File: config.mk
export PLATFORM = sky130hd
export DESIGN_NAME = clear_global_lvl_states
export DESIGN_NICKNAME = d
export VERILOG_FILES = /design/src/rtl/clear_global_lvl_states_pkg.sv /design/src/rtl/clear_global_lvl_states.sv
export SDC_FILE = /design/constraint.sdc
export NUM_CORES = 1
export LEC_CHECK = 0
export ABC_CLOCK_PERIOD_IN_PS = 7400
export BUFFER_PORTS_ARGS = -buffer_cell sky130_fd_sc_hd__buf_2
export CAP_MARGIN = 5
export CORE_MARGIN = 1
export CORE_UTILIZATION = 41
export DETAILED_ROUTE_END_ITERATION = 12
export SLEW_MARGIN = 25
export SYNTH_ARGS = -nofsm -noshare
export SYNTH_HDL_FRONTEND = slang
export SYNTH_SLANG_ARGS = --single-unit
File: constraint.sdc
create_clock -name clk -period 7.4 [get_ports clk]
set_input_delay 2.22 -clock clk [delete_from_list [all_inputs] [get_ports clk]]
set_output_delay 2.22 -clock clk [all_outputs]
set_load 0.01 [all_outputs]
File: src/rtl/clear_global_lvl_states_pkg.sv
// rtl/clear_global_lvl_states_pkg.sv - shared encodings and widths for the backtrack level-state clear path
package clear_global_lvl_states_pkg;

  localparam int DEF_WIDTH_LVL              = 16;
  localparam int DEF_WIDTH_BIN_ID           = 10;
  localparam int DEF_WIDTH_LVL_STATES       = DEF_WIDTH_BIN_ID + 1;
  localparam int DEF_ADDR_WIDTH_LVLS_STATES = 9;

  typedef enum logic [1:0] {
    ST_IDLE  = 2'd0,
    ST_CLEAR = 2'd1,
    ST_DONE  = 2'd2
  } clr_state_e;

  typedef struct packed {
    logic [DEF_WIDTH_BIN_ID-1:0] dcd_bin;
    logic                        has_bkt;
  } lvl_state_t;

  function automatic lvl_state_t pack_lvl_state(logic [DEF_WIDTH_BIN_ID-1:0] dcd_bin, logic has_bkt);
    lvl_state_t s;
    s.dcd_bin = dcd_bin;
    s.has_bkt = has_bkt;
    return s;
  endfunction

endpackage

File: src/rtl/clear_global_lvl_states.sv
// rtl/clear_global_lvl_states.sv - zeroes lvl-states entries above the backtrack level; optional LVL_CLR_CNT_EN adds clr_cnt_o
module clear_global_lvl_states
  import clear_global_lvl_states_pkg::*;
#(
  parameter int WIDTH_LVL              = DEF_WIDTH_LVL,
  parameter int WIDTH_BIN_ID           = DEF_WIDTH_BIN_ID,
  parameter int WIDTH_LVL_STATES       = DEF_WIDTH_LVL_STATES,
  parameter int ADDR_WIDTH_LVLS_STATES = DEF_ADDR_WIDTH_LVLS_STATES
) (
  input  logic                              clk,
  input  logic                              rst,
  input  logic                              start_clear,
  input  logic [WIDTH_LVL-1:0]              cur_lvl_i,
  input  logic [WIDTH_LVL-1:0]              bkt_lvl_i,
  input  logic [WIDTH_BIN_ID-1:0]           bkt_bin_i,
  output logic                              apply_clear_o,
  output logic                              done_clear,
  output logic [WIDTH_LVL-1:0]              cur_lvl_o,
  output logic [WIDTH_BIN_ID-1:0]           load_bin_o,
  output logic                              lvl_ovf_o,
  output logic                              ram_we_ls_o,
  output logic [ADDR_WIDTH_LVLS_STATES-1:0] ram_waddr_ls_o,
  output logic [WIDTH_LVL_STATES-1:0]       ram_wdata_ls_o
`ifdef LVL_CLR_CNT_EN
  ,output logic [WIDTH_LVL-1:0]             clr_cnt_o
`endif
);

  clr_state_e                        state_q, state_d;
  logic [WIDTH_LVL-1:0]              lvl_cnt_q, lvl_cnt_d;
  logic [WIDTH_LVL-1:0]              bkt_lvl_q, bkt_lvl_d;
  logic [WIDTH_BIN_ID-1:0]           bkt_bin_q, bkt_bin_d;
  logic [WIDTH_LVL-1:0]              cur_lvl_q, cur_lvl_d;
  logic [WIDTH_BIN_ID-1:0]           load_bin_q, load_bin_d;
  logic                              ovf_q, ovf_d;
  logic                              apply_q, apply_d;
  logic                              done_q, done_d;
  logic                              we_q, we_d;
  logic [ADDR_WIDTH_LVLS_STATES-1:0] waddr_q, waddr_d;
  logic [WIDTH_LVL_STATES-1:0]       wdata_q, wdata_d;

  always_comb begin
    state_d    = state_q;
    lvl_cnt_d  = lvl_cnt_q;
    bkt_lvl_d  = bkt_lvl_q;
    bkt_bin_d  = bkt_bin_q;
    cur_lvl_d  = cur_lvl_q;
    load_bin_d = load_bin_q;
    ovf_d      = ovf_q;
    // Write strobe and mux request share one term so they never skew.
    we_d       = (state_q == ST_CLEAR);
    apply_d    = (state_q == ST_CLEAR);
    waddr_d    = (state_q == ST_CLEAR) ? lvl_cnt_q[ADDR_WIDTH_LVLS_STATES-1:0] : '0;
    wdata_d    = WIDTH_LVL_STATES'(pack_lvl_state('0, 1'b0));
    done_d     = (state_q == ST_DONE);

    case (state_q)
      ST_IDLE: begin
        if (start_clear) begin
          lvl_cnt_d = cur_lvl_i;
          bkt_lvl_d = bkt_lvl_i;
          bkt_bin_d = bkt_bin_i;
          if (|(cur_lvl_i >> ADDR_WIDTH_LVLS_STATES)) ovf_d = 1'b1;
          state_d = (cur_lvl_i > bkt_lvl_i) ? ST_CLEAR : ST_DONE;
        end
      end
      ST_CLEAR: begin
        // Stop one above the backtrack level so its has_bkt entry survives.
        if (lvl_cnt_q == bkt_lvl_q + WIDTH_LVL'(1)) state_d = ST_DONE;
        else lvl_cnt_d = lvl_cnt_q - WIDTH_LVL'(1);
      end
      ST_DONE: begin
        cur_lvl_d  = bkt_lvl_q;
        load_bin_d = bkt_bin_q;
        state_d    = ST_IDLE;
      end
      default: state_d = ST_IDLE;
    endcase
  end

  always_ff @(posedge clk) begin
    if (!rst) begin
      state_q    <= ST_IDLE;
      lvl_cnt_q  <= '0;
      bkt_lvl_q  <= '0;
      bkt_bin_q  <= '0;
      cur_lvl_q  <= '0;
      load_bin_q <= '0;
      ovf_q      <= 1'b0;
      apply_q    <= 1'b0;
      done_q     <= 1'b0;
      we_q       <= 1'b0;
      waddr_q    <= '0;
      wdata_q    <= '0;
    end else begin
      state_q    <= state_d;
      lvl_cnt_q  <= lvl_cnt_d;
      bkt_lvl_q  <= bkt_lvl_d;
      bkt_bin_q  <= bkt_bin_d;
      cur_lvl_q  <= cur_lvl_d;
      load_bin_q <= load_bin_d;
      ovf_q      <= ovf_d;
      apply_q    <= apply_d;
      done_q     <= done_d;
      we_q       <= we_d;
      waddr_q    <= waddr_d;
      wdata_q    <= wdata_d;
    end
  end

  assign apply_clear_o  = apply_q;
  assign done_clear     = done_q;
  assign cur_lvl_o      = cur_lvl_q;
  assign load_bin_o     = load_bin_q;
  assign lvl_ovf_o      = ovf_q;
  assign ram_we_ls_o    = we_q;
  assign ram_waddr_ls_o = waddr_q;
  assign ram_wdata_ls_o = wdata_q;

`ifdef LVL_CLR_CNT_EN
  logic [WIDTH_LVL-1:0] clr_cnt_q, clr_cnt_d;

  always_comb begin
    clr_cnt_d = clr_cnt_q;
    if (we_q && (clr_cnt_q != '1)) clr_cnt_d = clr_cnt_q + WIDTH_LVL'(1);
  end

  always_ff @(posedge clk) begin
    if (!rst) clr_cnt_q <= '0;
    else      clr_cnt_q <= clr_cnt_d;
  end

  assign clr_cnt_o = clr_cnt_q;
`endif

endmodule

Word level (Yosys, flattened, before mapping)
Index checks and enable logic that the tools add are counted.
{"block": "classes", "mux": 7, "add_sub_neg": 2, "magnitude_cmp": 1, "eq_ne": 6, "n_reduce_logical": 8}
{"op": "$mux W16", "n": 2}
{"op": "$pmux W16 S2", "n": 1}
{"op": "$add A16 B1 Y16 const B", "n": 1}
{"op": "$eq A16 B16 Y1", "n": 1}
{"op": "$gt A16 B16 Y1", "n": 1}
{"op": "$sub A16 B1 Y16 const B", "n": 1}
{"op": "$reduce_or A7 Y1", "n": 1}
{"op": "$mux W2", "n": 3}
{"op": "$reduce_and A2 Y1", "n": 3}
{"op": "$reduce_and A3 Y1", "n": 2}
{"op": "$ne A2 B2 Y1 const B", "n": 2}
{"op": "$pmux W2 S2", "n": 1}
{"op": "$eq A2 B1 Y1 const B", "n": 1}
{"op": "$eq A2 B2 Y1 const B", "n": 1}
{"op": "$logic_not A2 Y1", "n": 1}
{"op": "$ne A2 B1 Y1 const B", "n": 1}
{"op": "$reduce_bool A2 Y1", "n": 1}
{"block": "word_totals", "input_bits": 45, "regBits": 82, "out_inout_bits": 50, "elab_cells": 34}

Logic depth before layout (Yosys ltp)
{"block": "logic_depth", "word_depth": 4, "ltp_mapped": 11, "ltp_nobuf": 10}

Worst setup path after synthesis
No wires, ideal clock.
{"block": "synth_path", "path_kind": "input-to-reg", "start": "in bkt_lvl_i[1]", "end": "reg state_q[0]", "t_required_ns": 7.285, "path_buffers": 0, "slack_ns": 3.548, "t_arrival_ns": 3.738, "stages": 10, "setup_time_ns": 0.115, "path_cell_list": "inv_1 -> ha_1 -> nor2b_1 -> o21a_1 -> o21ai_0 -> a21oi_1 -> o31a_1 -> o31ai_1 -> nor2_1 -> o21a_1"}
{"block": "synth_between", "elab_chain_len": 4}
{"element": "from (decl)", "line": "clear_global_lvl_states.sv:14", "text": "input logic [WIDTH_LVL-1:0] bkt_lvl_i,"}
{"element": "$gt A16 B16 Y1", "line": "clear_global_lvl_states.sv:64", "text": "state_d = (cur_lvl_i > bkt_lvl_i) ? ST_CLEAR : ST_DONE;"}
{"element": "$mux W2", "line": "clear_global_lvl_states.sv:64"}
{"element": "$mux W2", "line": "clear_global_lvl_states.sv:59", "text": "if (start_clear) begin"}
{"element": "$pmux W2 S2", "line": "clear_global_lvl_states.sv:57", "text": "case (state_q)"}
{"element": "to (signal assigned)", "line": "clear_global_lvl_states.sv:96", "text": "state_q <= state_d;"}
{"element": "to (decl)", "line": "clear_global_lvl_states.sv:29", "text": "clr_state_e state_q, state_d;"}
No other way between the ends. The select of a mux whose other input is x is not followed.
A chain may end at the register's enable or synchronous reset.

Worst setup path after layout
Same ends and word-level chain as after synthesis.

==> results.md <==
* Status: completed
* Worst setup SP type: primary input
* DR vias at 4053
* CTS Buf Count at 9
* Setup_tns at 0 ns
* Post-CTS setup buffers at 0
* Netlist cell types at 73
* Asr flop ratio synth at 0
* Clk sinks at 82
* Largest cells by area after synthesis: dfxtp_1 (37%), nand2_1 (11%), a21oi_1 (7.9%)
* Hold Path Sink: cur_lvl_o[15]$_SDFFE_PN0P_
* Post-Syn Area at 4500 sq um
* Clock skew at 0.0129 ns
* Die height at 107 um
* Count of final max-slew check failures at 0
* R2R Path Start: bkt_lvl_q[0]$_SDFFE_PN0P_
* Rows at 37
* Yosys warns at 0
* Top cell type's share of synthesized area at 0.365
* Hold_sp: cur_lvl_o[15]$_SDFFE_PN0P_
* Post-CTS resize count at 0
* Kind of critical path: in2reg
* Clock Tree Root: clkbuf_8
* Placer Congestion at 0.868
* WHS at 0.456 ns
* IO Count at 95
* RSZ-0062 raised after global routing: no
* CTS tree: built
* Gr usage total at 0.207
* Port buffer count at 83
* DRT iter0 DRCs at 141
* Vias in the first global route at 3870
* Seq pwr share at 0.495
* Largest area contributor in the netlist: dfxtp_1
* Post-synth EDFFs at 0
* DP HPWL at 8170 um
* MaxCap Viol Count at 0
* Worst vdd rail ir drop at 95.9 uV
* Leakage power at 2.09 nW
* Syn avg cell area at 7.85 sq um
* Slew headroom at 0.374
* Switching share of power at 0.339
* Die width at 107 um
* Net switching power at 0.347 mW
* Diode count at 0
* Drt first pass iters at 6
* Yosys reg bits at 82
* DRC violations left at 0
* Hold depth at 2
* Worst slew pin tran at 0.935 ns
* Final setup vio count at 0
* Clock power share at 0.302
* RR Endpoint: lvl_cnt_q[2]$_SDFFE_PN0P_
* Die footprint at 11400 sq um
* Cells after Synth at 573
* CORE AREA at 10500 sq um
* Final #Nets at 687
* Reg clk slew, reported paths at 0.09 ns
* Synth Flop Type: dfxtp_1
* Fmax at 263 MHz
* Cell Int Power at 0.677 mW
* Syn-to-layout area delta at 11.2%
* R2R Setup Slk at 4.38 ns
* CTS H-tree depth at 3
* Number of antenna violations at the first check in global routing at 0
* Clk buf depth at 2
* Req. time, crit path at 7.66 ns
* Combinational share of power at 0.203
* Total Routed Length at 11400 um
* Initial Util at 0.430
* Final ANT Viol Nets at 0
* R2R depth at 9
* Fin crit share at 0.514
* Min Tclk post-route at 3.80 ns
* Pin count of the biggest net entering global routing at 64
* Fin. Hold Viols at 0
* Critical path origin: bkt_lvl_i[1]
* Power Dens Cells at 205 nW/um^2
* First-pass GRT wire length at 18800 um
* WL/cell at 15.0 um
* Worst hold path type: reg2reg
* Via density at 5.30
* Crit Path Max Fanout at 2
* Critical Path End Type: register
* GRT overflow at 0
* Critical Path AT at 4.06 ns
* Cts hold-fix bufs at 0
* Sequential area share after synthesis at 0.365
* Clock latency at the later pin of the worst-skew pair at 0.36 ns
* Share of cells above drive strength 1 at 0.194
[synthesized netlist by cell type, types with 3 or more instances]
cell,number
ha_1,18
o31a_1,4
or3_1,3
a311oi_1,3
a211oi_1,6
nand4_1,10
xor2_1,5
o21a_1,4
dfxtp_1,82
o32ai_1,3
buf_4,16
nor4_1,4
nor2b_1,7
nand2_1,130
buf_1,3
buf_6,3
and3_1,9
a21oi_1,71
nor3_1,12
xnor2_1,14
buf_2,5
clkbuf_8,4
o21ai_0,16
inv_1,21
nand3_1,11
clkbuf_1,23
or4_1,3
nor2_1,26
mux2i_1,5
[logic make-up (layout without fill, tap and decap cells)]
kind of cell	Yosys count	in the layout	synth area share
AND/OR/NAND/NOR	238	238	0.258
AO/OA/AOI/OAI	134	134	0.185
flip-flops	82	82	0.365
buffers and inverters	76	122	0.0921
XOR/XNOR	19	19	0.0370
adder cells (fa/ha/maj)	18	18	0.0501
multiplexers	5	5	0.0111
other	1	11	0.000834
[registers in the layout, indices dropped and copies added (netlist names)]
signal and count:
lvl_cnt_q 16, load_bin_o 10, cur_lvl_o 16, state_q 2
done_clear 1, bkt_bin_q 10, lvl_ovf_o 1, ram_waddr_ls_o 9
ram_we_ls_o 1, bkt_lvl_q 16
[routing by layer]
metal	track usage	up-vias	routed length, um
met5	0	-	0
met4	0.0685	0	190
met3	0.0340	14	477
met2	0.345	88	5360
met1	0.270	1894	5420
li1	-	2057	-
[placed cells by master (no fill, tap or decap), drive strengths merged, types with 8 or more instances in the layout]
master	instances
conb	11
buf	84
nand2	131
nand4	11
nor2	26
inv	24
nand3	14
a21oi	72
o21ai	17
xnor2	14
dfxtp	82
a211oi	8
ha	18
clkbuf	9
and3	9
nor3	12
[per-stage QoR]
stage / power (mW) / std cells / utilization / area [sq um] / worst slack [ns]
global route: 1.09 / 765 / 0.478 / 5000 / 3.43
finish: 1.02 / 765 / 0.478 / 5000 / 3.60
global placement: 0.718 / 749 / 0.459 / 4800 / 3.26
floorplan: 0.675 / 583 / - / 4530 / 3.55
CTS: 1.03 / 765 / 0.477 / 4990 / 3.60
detailed placement: 0.724 / 749 / 0.459 / 4800 / 3.21
[worst max-delay path, stage by stage]
cell and delay (ns):
buf_2 0.09, inv_1 0.05, ha_1 0.27, nor2b_1 0.13
o21a_1 0.15, o21ai_0 0.14, a21oi_1 0.11, o31a_1 0.29
o31ai_1 0.35, nor2_1 0.07, o21a_1 0.19
[final cells by class]
class	instances	area [sq um]
clock inverter	7	63.8
sequential	82	1640
tap	136	170
inverter	22	85.1
multi-input combinational	425	2490
fill	1110	5470
timing repair buffer	84	423
clock buffer	9	124
[worst max-delay path by stage]
stage                              end  slack, ns  cells after the start
5_1_grt        state_q[0]$_SDFFE_PN0P_       3.43                     11
2_1_floorplan  state_q[0]$_SDFFE_PN0P_       3.55                     10
3_3_place_gp   state_q[0]$_SDFFE_PN0P_       3.26                     11
3_5_place_dp   state_q[0]$_SDFFE_PN0P_       3.21                     11
4_1_cts        state_q[0]$_SDFFE_PN0P_       3.60                     11
6_report       state_q[0]$_SDFFE_PN0P_       3.60                     11
[power by group through the flow]
stage	combinational [mW]	clock [mW]	sequential, mW
2_1_floorplan	0.178	0	0.496
3_3_place_gp	0.203	0	0.515
3_5_place_dp	0.208	0	0.516
4_1_cts	0.208	0.320	0.506
5_1_grt	0.235	0.342	0.512
6_report	0.208	0.309	0.507
No activity file was read; power rests on OpenSTA's default activity.
